$ cat src/rtl/imem_fetch_arbiter.sv
// Purpose : shares one byte-wide instruction ROM port between CPU fetch (port 0) and debug (port 1).
// Latency : in-range word acked 5 cycles after the request is sampled; out-of-range word acked after 1.
// Backpr. : requests are held until ackN; a granted request cannot be aborted; the loser waits in IDLE.
//
// Ports:
//   clk, reset            single clock, asynchronous active-high reset
//   req0/addr0            port 0 (CPU fetch) request and byte address
//   ack0/rdata0/err0      port 0 one-cycle response; rdata0/err0 hold between acks
//   req1/addr1            port 1 (debug/dump) request and byte address
//   ack1/rdata1/err1      port 1 one-cycle response; rdata1/err1 hold between acks
//   rom_addr/rom_byte     byte-wide ROM read port (ROM answers combinationally)
//   busy                  high while a word is being read or answered
//   owner                 port currently granted; keeps its value while idle
module imem_fetch_arbiter #(
    parameter int ROM_BYTES = 256,
    parameter bit FIXED_PRI = 1'b0
) (
    input  logic        clk,
    input  logic        reset,
    input  logic        req0,
    input  logic [31:0] addr0,
    output logic        ack0,
    output logic [31:0] rdata0,
    output logic        err0,
    input  logic        req1,
    input  logic [31:0] addr1,
    output logic        ack1,
    output logic [31:0] rdata1,
    output logic        err1,
    output logic [31:0] rom_addr,
    input  logic [7:0]  rom_byte,
    output logic        busy,
    output logic        owner
);

    typedef enum logic [1:0] {
        IDLE = 2'd0,
        READ = 2'd1,
        RESP = 2'd2
    } state_t;

    state_t      state, state_nxt;
    logic [1:0]  cnt;
    logic [31:0] base;
    logic [31:0] word;
    logic        last_grant;

    logic        grant_vld;
    logic        grant_port;
    logic [31:0] grant_base;
    logic        grant_oor;
    logic [31:0] word_cap;

    // Arbitration and next-state decode.
    always_comb begin
        state_nxt  = state;
        grant_vld  = (state == IDLE) && (req0 || req1);
        grant_port = 1'b0;
        if (req0 && req1) begin
            // Round-robin hands the tie to whichever port did not win last time.
            grant_port = FIXED_PRI ? 1'b0 : ~last_grant;
        end else begin
            grant_port = req1;
        end
        // Masking keeps the full address in use while forcing word alignment.
        grant_base = (grant_port ? addr1 : addr0) & ~32'h3;
        grant_oor  = (grant_base >= 32'(ROM_BYTES));

        unique case (state)
            IDLE: begin
                if (grant_vld) begin
                    state_nxt = grant_oor ? RESP : READ;
                end
            end
            READ: begin
                if (cnt == 2'd3) begin
                    state_nxt = RESP;
                end
            end
            RESP:    state_nxt = IDLE;
            default: state_nxt = IDLE;
        endcase
    end

    // Current word with this cycle's ROM byte merged into its little-endian lane.
    always_comb begin
        word_cap = word;
        word_cap[8*cnt +: 8] = rom_byte;
    end

    always_ff @(posedge clk or posedge reset) begin
        if (reset) begin
            state <= IDLE;
        end else begin
            state <= state_nxt;
        end
    end

    always_ff @(posedge clk or posedge reset) begin
        if (reset) begin
            cnt        <= 2'd0;
            base       <= 32'd0;
            word       <= 32'd0;
            owner      <= 1'b0;
            last_grant <= 1'b1;
            rdata0     <= 32'd0;
            err0       <= 1'b0;
            rdata1     <= 32'd0;
            err1       <= 1'b0;
        end else begin
            unique case (state)
                IDLE: begin
                    if (grant_vld) begin
                        owner <= grant_port;
                        base  <= grant_base;
                        cnt   <= 2'd0;
                        // Out-of-range words skip the ROM; the response is loaded now.
                        if (grant_oor) begin
                            if (grant_port) begin
                                rdata1 <= 32'd0;
                                err1   <= 1'b1;
                            end else begin
                                rdata0 <= 32'd0;
                                err0   <= 1'b1;
                            end
                        end
                    end
                end
                READ: begin
                    word <= word_cap;
                    cnt  <= cnt + 2'd1;
                    // Response registers load on the last byte so they are valid during RESP.
                    if (cnt == 2'd3) begin
                        if (owner) begin
                            rdata1 <= word_cap;
                            err1   <= 1'b0;
                        end else begin
                            rdata0 <= word_cap;
                            err0   <= 1'b0;
                        end
                    end
                end
                RESP: begin
                    last_grant <= owner;
                end
                default: begin
                    cnt <= 2'd0;
                end
            endcase
        end
    end

    assign ack0     = (state == RESP) && !owner;
    assign ack1     = (state == RESP) && owner;
    assign busy     = (state != IDLE);
    assign rom_addr = (state == READ) ? (base + {30'd0, cnt}) : 32'd0;

endmodule

$ cat config.mk
export PLATFORM = sky130hd
export DESIGN_NAME = imem_fetch_arbiter
export DESIGN_NICKNAME = d
export VERILOG_FILES = /design/src/rtl/imem_fetch_arbiter.sv
export SDC_FILE = /design/constraint.sdc
export NUM_CORES = 1
export LEC_CHECK = 0
export ABC_AREA = 1
export ABC_CLOCK_PERIOD_IN_PS = 3800
export BUFFER_PORTS_ARGS = -buffer_cell sky130_fd_sc_hd__buf_2
export CAP_MARGIN = 20
export CORE_MARGIN = 8
export CORE_UTILIZATION = 48
export DETAILED_ROUTE_END_ITERATION = 16
export GPL_TIMING_DRIVEN = 0
export PLACE_DENSITY_LB_ADDON = 0.2
export SLEW_MARGIN = 5
export SYNTH_ARGS = -nofsm -noshare
export SYNTH_HDL_FRONTEND = slang
export SYNTH_SLANG_ARGS = --single-unit
$ cat constraint.sdc
create_clock -name clk -period 3.8 [get_ports clk]
set_input_delay 0.38 -clock clk [delete_from_list [all_inputs] [get_ports clk]]
set_output_delay 0.38 -clock clk [all_outputs]
set_load 0.02 [all_outputs]
==> flow_summary.toml <==
[sta]
max_freq_ghz = 0.374
fin_crit_ns = 2.68
finalCritPeriodShare_pct = 70.4
slew_headroom_pct = 56.7
rsz0062_at_grt = "no"
finalHoldWorstSlack_ns = 0.0503
setup_ws_ns = 1.12
setup_viol = 0
hold_violations = 0
drv_slew = 0
setup_tns_ns = 0
tightest_slew_ns = 0.648
fin_skew_ns = 0.00701

[power]
p_leak_nw = 4.85
pwr_density_cell_nw_per_um2 = 537
ir_drop_mv = 0.274

[critical_path]
end_kind = "primary output"
crit_type = "flop to primary output"
crit_required_ns = 3.42
crit_arrival_ns = 2.30
worst-path-max-fanout = 10
startpoint_type = "flop"

[synth]
syn-num-nets = 908
synth_top_family_by_area = "simple AND/OR/NAND/NOR gates"
synth_top_area_share_pct = 50.4
synth_area_um2 = 6610
synth-seq-cells = 134
ys_warn_count = 0
synthMuxAreaShare_pct = 0
syn-instance-count = 827
synth.avg_cell_area_um2 = 7.99
synth-simple-area-share_pct = 27.4
synth_compound_area_share_pct = 10.4
synth_xor_area_share_pct = 0
synth_cell_types = 27
synth_top_area_cell = "dfrtp_1"
synthAdderAreaFrac_pct = 0.947
synth-seq-area-share_pct = 50.8
synthTopCellsByArea = "dfrtp_1 50%, nand2_1 13%, inv_1 6.6%"

[clocking]
cts_root_buf = "clkbuf_16"
cts_hold_buf = 0
numCtsBuffers = 17
post_cts_resized = 0
cts_num_sinks = 134
cts_tree = "yes"
max-clock-path-buffers = 2
clk_pin_slew_worst_paths_ns = 0.05
h-tree-depth = 4
cts_setup_buffers = 0
clock_latency_ns = 0.42

[layout]
final_area_um2 = 8340
antenna_cells = 0
final_nets = 1103
fin_util_pct = 61.0
fill_cells = 1287
area_growth_pct = 26.2
drive_above_1_share_pct = 23.1

[placement]
io_buffers = 173
dp_slack_ns = 1.35
place_congestion = 0.887
dpl_cell_area_um2 = 7760
dpl.hpwl_um = 14700

[die]
design.core.area_um2 = 13700
placementRows = 43
dieArea_um2 = 17800
initial_core_util_pct = 48.4
fp.dieW_um = 133
io_pins = 178
die_h_um = 133

[global_route]
grt_remaining_overflow = 0
grt_usage_pct = 22.4
grt_max_degree = 40
grt_pass1_wl_um = 31900
grt_pass1_vias = 6178
antenna_found_initial = 0

[outcome]
status = "completed"

[drt]
viasPerCell = 5.18
antenna_left = 0
routed-via-count = 6288
drtPass1Iterations = 5
drtIter0Drc = 564
routed_wl_um = 19700
detail_route.wl_per_cell_um = 16.2
drc_errors = 0

[flow_run]
maxCapViolCount = 0

[min_path]
min_path_type = "input pin to async pin"
==> metrics by stage <==
step	total power, mW	std cells
finish	4.48	1215
CTS	4.49	1215
global route	4.73	1215
floorplan	2.50	827
detailed placement	2.88	1183
global placement	2.86	1180
==> placed cells by master, fill, tap and decap left out, types with 2 or more instances in the layout <==
| cell type | count |
|---|---|
| clkbuf_1 | 25 |
| o21bai_1 | 32 |
| buf_2 | 189 |
| nor3_1 | 3 |
| buf_6 | 2 |
| nand3b_1 | 15 |
| dfrtp_1 | 133 |
| nand2_1 | 234 |
| o22ai_1 | 34 |
| o21ai_0 | 38 |
| clkbuf_8 | 3 |
| clkbuf_16 | 17 |
| nand4_1 | 68 |
| clkinv_2 | 7 |
| or2_1 | 2 |
| ha_1 | 5 |
| nand2_2 | 2 |
| o21ai_1 | 4 |
| nor2_1 | 69 |
| bufinv_16 | 2 |
| buf_4 | 4 |
| buf_12 | 3 |
| nand3_2 | 2 |
| nand3_1 | 12 |
| clkinvlp_4 | 2 |
| inv_2 | 2 |
| inv_1 | 116 |
| buf_1 | 5 |
==> state kept, by name, summed over array words and instances (netlist names) <==
register / cells
rdata0: 32
rdata1: 32
word: 32
base: 30
cnt: 2
state: 2
err0: 1
err1: 1
last_grant: 1
owner: 1
==> kinds of logic (layout without fill, tap and decap cells) <==
group                    after synthesis  in the layout
AND/OR/NAND/NOR                      409            409
buffers and inverters                170            378
flip-flops                           134            134
AO/OA/AOI/OAI                        109            109
adder cells (fa/ha/maj)                5              5
==> per-layer routing <==
layer	vias up	share of wire (%)	global-route usage [%]
met2	208	48	35.7
met3	36	6.1	4.89
met5	-	0	0
li1	3063	-	-
met4	0	2.0	8.55
met1	2981	44	29.4
==> critical path, stage by stage, from the launching register on <==
cell and delay, ns:
dfrtp_1 0.39, inv_2 0.13, nor2_4 0.09, inv_2 0.14, clkbuf_1 0.42, buf_1 0.45
nor2_1 0.08, buf_2 0.18
==> where the power goes <==
part / leakage [nW] / switching (mW) / internal, mW
Sequential: 1.66 / 0.0850 / 1.62
Clock: 0.289 / 0.594 / 1.01
Combinational: 2.90 / 0.854 / 0.317
Total: 4.85 / 1.53 / 2.95
==> Yosys cell counts <==
master    instances
nor3_1            3
nand2_1         234
nor2_2            1
nand3_1          12
inv_1           117
o21bai_1         32
ha_1              5
o21ai_1           4
buf_1             5
nand3_2           2
or2_1             2
inv_2             2
a221oi_4          1
nand4_1          68
dfrtp_1         133
buf_4             4
nand2_2           2
buf_2            16
clkbuf_1         23
o21ai_0          38
nor2_1           69
buf_6             2
dfstp_2           1
nand3b_1         15
nor2_4            1
o22ai_1          34
clkinv_1          1
==> area by class of cell <==
| cell class | instances | area, um2 | area share, % |
|---|---|---|---|
| sequential | 134 | 3350 | 40.2 |
| timing repair buffer | 176 | 926 | 11.1 |
| clock inverter | 10 | 103 | 1.23 |
| tap | 180 | 225 | 2.70 |
| buffer | 50 | 238 | 2.85 |
| clock buffer | 22 | 474 | 5.69 |
| multi-input combinational | 523 | 2560 | 30.8 |
| inverter | 120 | 454 | 5.45 |
==> worst paths after layout <==
kind                                  from      endpoint  slack, ns  cells after the start
worst max register to register  last_grant     rdata0[4]       1.28                     14
min in group clk                  addr1[4]       base[4]       0.23                      3
worst min register to register   rdata0[7]     rdata0[7]       0.46                      2
max in group asynchronous            reset    rdata1[16]       2.91                      4
worst min-delay path                 reset     rdata1[1]       0.05                      2
worst max-delay path              state[0]  rom_addr[30]       1.12                      7
No activity file was read; power rests on OpenSTA's default activity.
